`src/rtl/output_argmax_led.sv`:
```
`default_nettype none
// ============================================================================
// Module   : output_argmax_led
// Purpose  : Serial argmax over NUM_CLASSES signed scores; reports the winning
//            index and drives an active-low one-hot LED for HOLD_CYCLES cycles.
//            Optional OUTPUT_ARGMAX_LED_MATCH_EN adds exp_idx / match_led_n.
// Revision : 1.0
// ============================================================================
module output_argmax_led #(
    parameter int          NUM_CLASSES = 10,
    parameter int          SCORE_W     = 8,
    parameter logic [31:0] HOLD_CYCLES = 32'd75000,
    localparam int         IDX_W       = $clog2(NUM_CLASSES)
) (
    input  logic                           clk,
    input  logic                           rst_n,
    input  logic                           din_valid,
    input  logic [NUM_CLASSES*SCORE_W-1:0] din,
    output logic                           busy,
    output logic                           result_valid,
    output logic [IDX_W-1:0]               result_idx,
    output logic [NUM_CLASSES-1:0]         led_n
`ifdef OUTPUT_ARGMAX_LED_MATCH_EN
    ,
    input  logic [IDX_W-1:0]               exp_idx,
    output logic                           match_led_n
`endif
);

    typedef enum logic [1:0] {
        S_IDLE = 2'd0,
        S_SCAN = 2'd1,
        S_DONE = 2'd2
    } state_t;

    localparam logic [IDX_W-1:0]       c_last_idx = IDX_W'(NUM_CLASSES - 1);
    localparam logic [IDX_W-1:0]       c_first_i  = IDX_W'(1);
    localparam logic [NUM_CLASSES-1:0] c_one_hot0 = NUM_CLASSES'(1);

    state_t                    r_state;
    logic                      r_busy;
    logic                      r_result_valid;
    logic [IDX_W-1:0]          r_result_idx;
    logic [NUM_CLASSES-1:0]    r_led_n;
    logic [31:0]               r_cnt;
    logic [IDX_W-1:0]          r_i;
    logic [IDX_W-1:0]          r_best_idx;
    logic signed [SCORE_W-1:0] r_best_val;
    logic signed [SCORE_W-1:0] r_scores [NUM_CLASSES];

    logic signed [SCORE_W-1:0] w_cur;
    logic                      w_greater;
    logic [31:0]               w_cnt_next;
    logic [IDX_W-1:0]          w_idx_next;
    logic [NUM_CLASSES-1:0]    w_led_next;

    assign w_cur     = r_scores[r_i];
    assign w_greater = (w_cur > r_best_val);

    // Next hold count and index drive the registered LED so the lamp lights
    // in the same cycle result_valid rises and stays lit for HOLD_CYCLES cycles.
    always_comb begin
        w_cnt_next = r_cnt;
        w_idx_next = r_result_idx;
        if (r_state == S_DONE) begin
            w_cnt_next = HOLD_CYCLES;
            w_idx_next = r_best_idx;
        end else if (r_cnt != 32'd0) begin
            w_cnt_next = r_cnt - 32'd1;
        end
        w_led_next = (w_cnt_next != 32'd0) ? ~(c_one_hot0 << w_idx_next) : '1;
    end

    // Score data path needs no reset: it is always reloaded on acceptance.
    always_ff @(posedge clk) begin
        if (r_state == S_IDLE && din_valid) begin
            for (int k = 0; k < NUM_CLASSES; k++) begin
                r_scores[k] <= din[k*SCORE_W +: SCORE_W];
            end
            r_best_val <= din[SCORE_W-1:0];
        end else if (r_state == S_SCAN && w_greater) begin
            r_best_val <= w_cur;
        end
    end

    always_ff @(posedge clk or negedge rst_n) begin
        if (!rst_n) begin
            r_state        <= S_IDLE;
            r_busy         <= 1'b0;
            r_result_valid <= 1'b0;
            r_result_idx   <= '0;
            r_led_n        <= '1;
            r_cnt          <= 32'd0;
            r_i            <= '0;
            r_best_idx     <= '0;
        end else begin
            r_result_valid <= 1'b0;
            r_cnt          <= w_cnt_next;
            r_led_n        <= w_led_next;
            case (r_state)
                S_IDLE: begin
                    if (din_valid) begin
                        r_state    <= S_SCAN;
                        r_busy     <= 1'b1;
                        r_best_idx <= '0;
                        r_i        <= c_first_i;
                    end
                end
                S_SCAN: begin
                    if (w_greater) begin
                        r_best_idx <= r_i;
                    end
                    r_i <= r_i + 1'b1;
                    if (r_i == c_last_idx) begin
                        r_state <= S_DONE;
                    end
                end
                S_DONE: begin
                    r_result_valid <= 1'b1;
                    r_result_idx   <= r_best_idx;
                    r_busy         <= 1'b0;
                    r_state        <= S_IDLE;
                end
                default: begin
                    r_state <= S_IDLE;
                    r_busy  <= 1'b0;
                end
            endcase
        end
    end

    assign busy         = r_busy;
    assign result_valid = r_result_valid;
    assign result_idx   = r_result_idx;
    assign led_n        = r_led_n;

`ifdef OUTPUT_ARGMAX_LED_MATCH_EN
    logic r_match_flag;
    logic r_match_led_n;
    logic w_flag_next;

    // A mismatching result clears the flag, darkening the match lamp at once.
    assign w_flag_next = (r_state == S_DONE) ? (r_best_idx == exp_idx) : r_match_flag;

    always_ff @(posedge clk or negedge rst_n) begin
        if (!rst_n) begin
            r_match_flag  <= 1'b0;
            r_match_led_n <= 1'b1;
        end else begin
            r_match_flag  <= w_flag_next;
            r_match_led_n <= ~((w_cnt_next != 32'd0) && w_flag_next);
        end
    end

    assign match_led_n = r_match_led_n;
`endif

endmodule
`default_nettype wire

```
`config.mk`:
```
export PLATFORM = sky130hd
export DESIGN_NAME = output_argmax_led
export DESIGN_NICKNAME = d
export VERILOG_FILES = /design/src/rtl/output_argmax_led.sv
export SDC_FILE = /design/constraint.sdc
export NUM_CORES = 1
export LEC_CHECK = 0
export CAP_MARGIN = 20
export CORE_AREA = 2 2 127 129
export DETAILED_ROUTE_END_ITERATION = 6
export DIE_AREA = 0 0 129 131
export PLACE_DENSITY_LB_ADDON = 0.15
export SYNTH_ARGS = -nofsm -noshare
export SYNTH_HDL_FRONTEND = slang
export SYNTH_SLANG_ARGS = --single-unit
```
`constraint.sdc`:
```
create_clock -name clk -period 8.31 [get_ports clk]
set_clock_uncertainty 0.1 [all_clocks]
set_input_delay 1.662 -clock clk [delete_from_list [all_inputs] [get_ports clk]]
set_output_delay 1.662 -clock clk [all_outputs]
set_load 0.05 [all_outputs]
```
==> flow_summary.toml, run 1 <==
[yosys]
yosysWarnings = 0
synth_largest_area_cell = "edfxtp_1"
ys_seq_area_frac = 0.623
syn_inst = 512
synth_ff_type = "edfxtp_1"
yosysMostFrequentCell = "edfxtp_1"
avgSynthCellArea_um2 = 12.9
ys_seq_elements = 146
yosys.area.top_type_share = 0.401
synthTopCellsByArea = "edfxtp_1, dfrtp_1, mux4_2"
ys_types = 59
yosys-top-cells-count = "edfxtp_1, nand2_1, dfrtp_1"
async_reset_ff_frac = 0.397
postSynthNetCount = 607
syn_area_mm2 = 0.00659
synth_edf_count = 88

[clock_tree]
cts.sinks = 146
cts_hold_buffers = 0
cts_resized = 0
h-tree-depth = 4
clk_latency_ns = 0.42
cts_tree = "done"
cts-root-buf = "clkbuf_16"
postCtsSetupRepairBufs = 0
cts_buffer_depth = 2
clk_pin_slew_ns = 0.06
cts-buffers-inserted = 17

[route]
dr.pass1.iters = 5
wl_um = 14100
num_vias = 4423
drtIter0Drc = 289
avgRoutedWirePerCell_um = 16.7
drtAntennaViolNets = 0
vias_per_cell = 5.26
drcViolationCount = 0

[timing]
tns_ns = 0
finalSetupViolCount = 0
min_period_ns = 4.17
fin_crit_sh = 0.502
slew_violations = 0
clock.fmax_mhz = 240
tightest_slew_ns = 0.998
slew_headroom = 0.329
grt_setup_unrepaired = "false"
hold_viol = 0

[global_routing]
grt_max_degree = 65
use_met2 = 0.285
busiest_layer = "met2"
globalRouteMet1Util = 0.231
met3_usage = 0.0513
grt_usage = 0.177
gr-total-overflow = 0
grt_pass1_wl_um = 22600
grt_pass1_vias = 4537
antenna_found_initial = 0

[placed_design]
io_buffers = 98
hpwl_um = 9680
placed_cells = 808
place_congestion = 0.844

[critical_path]
path_max_fanout = 64
crit_type = "input port to register"
end_kind = "register"
worstSetupStartpointType = "input port"
crit_required_ns = 8.34
worstPathArrival_ns = 4.20

[power_and_ir_drop]
peakVddDrop_mv = 0.152
cellLeakagePower_nw = 3.16
powerDensity_mw_per_mm2 = 321

[floorplanning]
dieArea_mm2 = 0.0169
die_w_um = 129
core_mm2 = 0.0156
placement_rows = 46
boundaryPins = 99
start_util = 0.423
fp.dieH_um = 131

[cells_and_area]
fin_cells = 841
nFillCells = 1330
fin_nets = 707
area_delta_synth_final_pct = 27.6
drive_above_1_share = 0.126
n_antenna_cell = 0

[run_status]
status = "finished, final reports clean"

[min_path]
hold_path_class = "register to register"

[flow_run]
cap_violations = 0
-- layout make-up --
type / instances / area [um2] / area share
Clock inverter: 10 / 161 / 0.0192
Sequential cell: 146 / 4110 / 0.488
Inverter: 20 / 76.3 / 0.00907
Tap cell: 216 / 270 / 0.0321
Timing Repair Buffer: 101 / 1020 / 0.121
Multi-Input combinational cell: 326 / 2340 / 0.278
Clock buffer: 22 / 444 / 0.0528
-- critical path: stages --
cell and delay, ns:
clkdlybuf4s50_1 0.52, nand3b_1 0.49, clkinv_2 0.59, buf_4 0.69
o21ai_0 0.22
-- per-stage QoR --
step	utilization	hold WS (ns)	instance area, um2	total power (W)	setup WS [ns]
detailed placement	0.499	0.377	7780	0.00193	3.69
global route	0.540	0.412	8420	0.00287	3.78
floorplan	-	0.350	6590	0.00168	3.41
CTS	0.538	0.385	8390	0.00273	4.10
finish	0.540	0.378	8420	0.00270	4.14
global placement	0.499	0.366	7780	0.00191	3.82
-- worst paths after layout --
path,startpoint,endpoint,slack (ns),cells after the start
max,din_valid,r_best_val[0],4.14,5
min in group asynchronous,rst_n,r_cnt[4],1.28,2
max in group asynchronous,rst_n,r_i[0],6.30,2
max reg2reg,r_i[0],r_best_val[4],4.18,11
min,r_state[1],busy,0.38,1
min reg2reg,r_state[1],busy,0.38,1
-- layout by cell type (no fill, tap or decap), drive strengths merged, types with 16 or more instances in the layout --
cell type	synthesis	layout
clkdlybuf4s50	0	97
nor3	17	17
edfxtp	88	88
nor2	38	38
clkbuf	13	22
dfrtp	48	48
inv	19	18
mux4	16	16
nand2	72	72
xnor2	16	16
-- cells by family after synthesis --
logic type               share of synthesized area
buffers and inverters                       0.0237
flip-flops                                   0.623
AND/OR/NAND/NOR                              0.166
XOR/XNOR                                    0.0317
multiplexers                                0.0653
adder cells (fa/ha/maj)                     0.0228
AO/OA/AOI/OAI                               0.0674
-- sequential cells by signal, indices dropped and copies added, names as in the netlist --
name,count
r_scores,80
r_cnt,32
led_n,10
r_best_val,8
r_best_idx,4
r_i,4
result_idx,4
r_state,2
busy,1
result_valid,1
-- power by group --
group	total, W	internal [W]	switching, W
clock	0.000788	0.000502	0.000286
sequential	0.00110	0.000969	0.000132
combinational	0.000809	0.000348	0.000461
-- routing by layer --
metal	part of all wire	vias to the layer above
li1	-	2106
met5	0	-
met3	0.057	12
met4	0.0082	0
met1	0.45	2158
met2	0.49	147
(Power assumes the default switching activity.)
==> run 2, diff against run 1 <==
==> constraint.sdc (replaced) <==
create_clock -name clk -period 3.5 [get_ports clk]
set_clock_uncertainty 0.1 [all_clocks]
set_input_delay 0.7 -clock clk [delete_from_list [all_inputs] [get_ports clk]]
set_output_delay 0.7 -clock clk [all_outputs]
set_load 0.05 [all_outputs]
==> flow_summary.toml, run 2 (synthesis results as in run 1) <==
[route]
dr.pass1.iters = 6
wl_um = 15000
avgRoutedWirePerCell_um = 17.6
drcViolationCount = 0
num_vias = 4464
drtIter0Drc = 331
vias_per_cell = 5.25
drtAntennaViolNets = 0

[timing]
fin_crit_sh = 0.924
clock.fmax_mhz = 309
tightest_slew_ns = 0.828
tns_ns = 0
min_period_ns = 3.23
slew_headroom = 0.448
grt_setup_unrepaired = "false"
slew_violations = 0
hold_viol = 0
finalSetupViolCount = 0

[cells_and_area]
final_common_cell = "clkdlybuf4s50_1"
n_antenna_cell = 0
nFillCells = 1357
drive_above_1_share = 0.146
postLayoutCoreUtil = 0.545
fin_nets = 717
register_area_mm2 = 0.00411
area_delta_synth_final_pct = 29.0
multiInputGateArea_mm2 = 0.00235
final_cell_mix = "clkdlybuf4s50_1, edfxtp_1, nand2_1"
largest_reg_flops = 80
regMostFlops = "r_scores"

[critical_path]
cp_slowest_stage_delay_ns = 0.52
reg2regPathDepth = 12
worstSetupStartpointType = "register"
path_max_fanout = 12
worstPathArrival_ns = 3.23
cp_cell_sequence = "buf_4, mux4_2, nand2_1, a31oi_1, ha_1, a21oi_1, o22ai_1, o21a_1, o21ai_0, a21oi_1, o21ai_2, nand2_1"
crit_type = "register to register"
critPathSlowestCell = "mux4_2"
end_kind = "register"
crit_required_ns = 3.49

[floorplanning]
placement_rows = 46
start_util = 0.423
boundaryPins = 99
fp.dieH_um = 131
core_mm2 = 0.0156
die_w_um = 129
dieArea_mm2 = 0.0169

[clock_tree]
cts_tree = "done"
cts.sinks = 146
clk_latency_ns = 0.42
cts-buffers-inserted = 17
cts-root-buf = "clkbuf_16"
h-tree-depth = 4
postCtsSetupRepairBufs = 0
clk_pin_slew_ns = 0.06
cts_buffer_depth = 2

[power_and_ir_drop]
swShare = 0.336
combPwrFrac = 0.336
power.switching_w = 0.00219
clockPowerShare = 0.285
peakVddDrop_mv = 0.409
p_int_w = 0.00434
p_seq_frac = 0.380
cellLeakagePower_nw = 3.22
total_power_w = 0.00653
powerDensity_mw_per_mm2 = 768

[global_routing]
antenna_found_initial = 0
gr-total-overflow = 0
grt_pass1_wl_um = 23600
grt_pass1_vias = 4488
grt_max_degree = 64
grt_usage = 0.186

[min_path]
hold_path_class = "input port to async pin"

[placed_design]
place_congestion = 0.926
io_buffers = 98
hpwl_um = 10800

[flow_run]
cap_violations = 0

[run_status]
status = "finished, final reports clean"
==> run 2: changes by cell type in the layout (fill, tap and decap cells not counted), moves of 2 or more <==
cell,change
clkinv_2,-2
clkinvlp_4,-3
inv_6,+4
buf_4,+9
clkbuf_1,-5
buf_12,+2
clkinv_4,+2
clkinv_1,+3
==> run 2: cell type report <==
cell class	instances	share of cell area
sequential	146	0.483
clock buffer	17	0.0500
clock inverter	15	0.0210
inverter	20	0.00898
multi-input combinational	326	0.276
timing repair buffer	111	0.129
tap	216	0.0318
==> run 2: worst paths after layout <==
check	startpoint	to	slack, ns
min in group clk	r_state[1]	busy	0.39
worst min register to register	r_state[1]	busy	0.39
worst max-delay path	r_i[0]	r_best_val[5]	0.27
worst max register to register	r_i[0]	r_best_val[5]	0.27
worst min-delay path	rst_n	r_cnt[2]	0.27
max in group asynchronous	rst_n	r_cnt[22]	2.32
==> run 2: power by group through the flow <==
| stage | clock network [W] | registers, W | logic (W) |
|---|---|---|---|
| after CTS | 0.00190 | 0.00248 | 0.00223 |
| after detailed placement | 0 | 0.00251 | 0.00222 |
| after global routing | 0.00197 | 0.00251 | 0.00242 |
| after global placement | 0 | 0.00250 | 0.00217 |
| final | 0.00186 | 0.00248 | 0.00219 |
| after floorplan | 0 | 0.00265 | 0.00135 |
==> run 2: routing by layer <==
layer,part of all wire,wire length (um),GRT usage
met5,0,0,0
met4,0.013,193,0.0748
met3,0.044,664,0.0432
met2,0.49,7290,0.303
met1,0.46,6830,0.242
==> run 2: worst max-delay path: cells and delay by family (launching register included) <==
| kind | cells | cell delay (ns) |
|---|---|---|
| DFF | 1 | 0.39 |
| buffers and inverters | 1 | 0.26 |
| adders and majority gates | 1 | 0.34 |
| AOI/OAI and AO/OA | 7 | 0.92 |
| muxes | 1 | 0.52 |
| and+or+nand+nor | 2 | 0.38 |
==> run 2: what timing repair did <==
item,in CTS,in global routing
hold buffers,0,0
resized for setup,0,2
endpoints found under the setup margin,0,10
==> run 2: metrics by stage <==
step	setup WS (ns)	instances	area, um2	hold slack, ns
6_report	0.266	851	8500	0.271
5_1_grt	0.0185	851	8500	0.310
4_1_cts	0.231	851	8490	0.275
3_5_place_dp	0.248	819	7890	0.386
3_3_place_gp	0.337	819	7890	0.369
2_1_floorplan	0.0174	512	6600	0.304
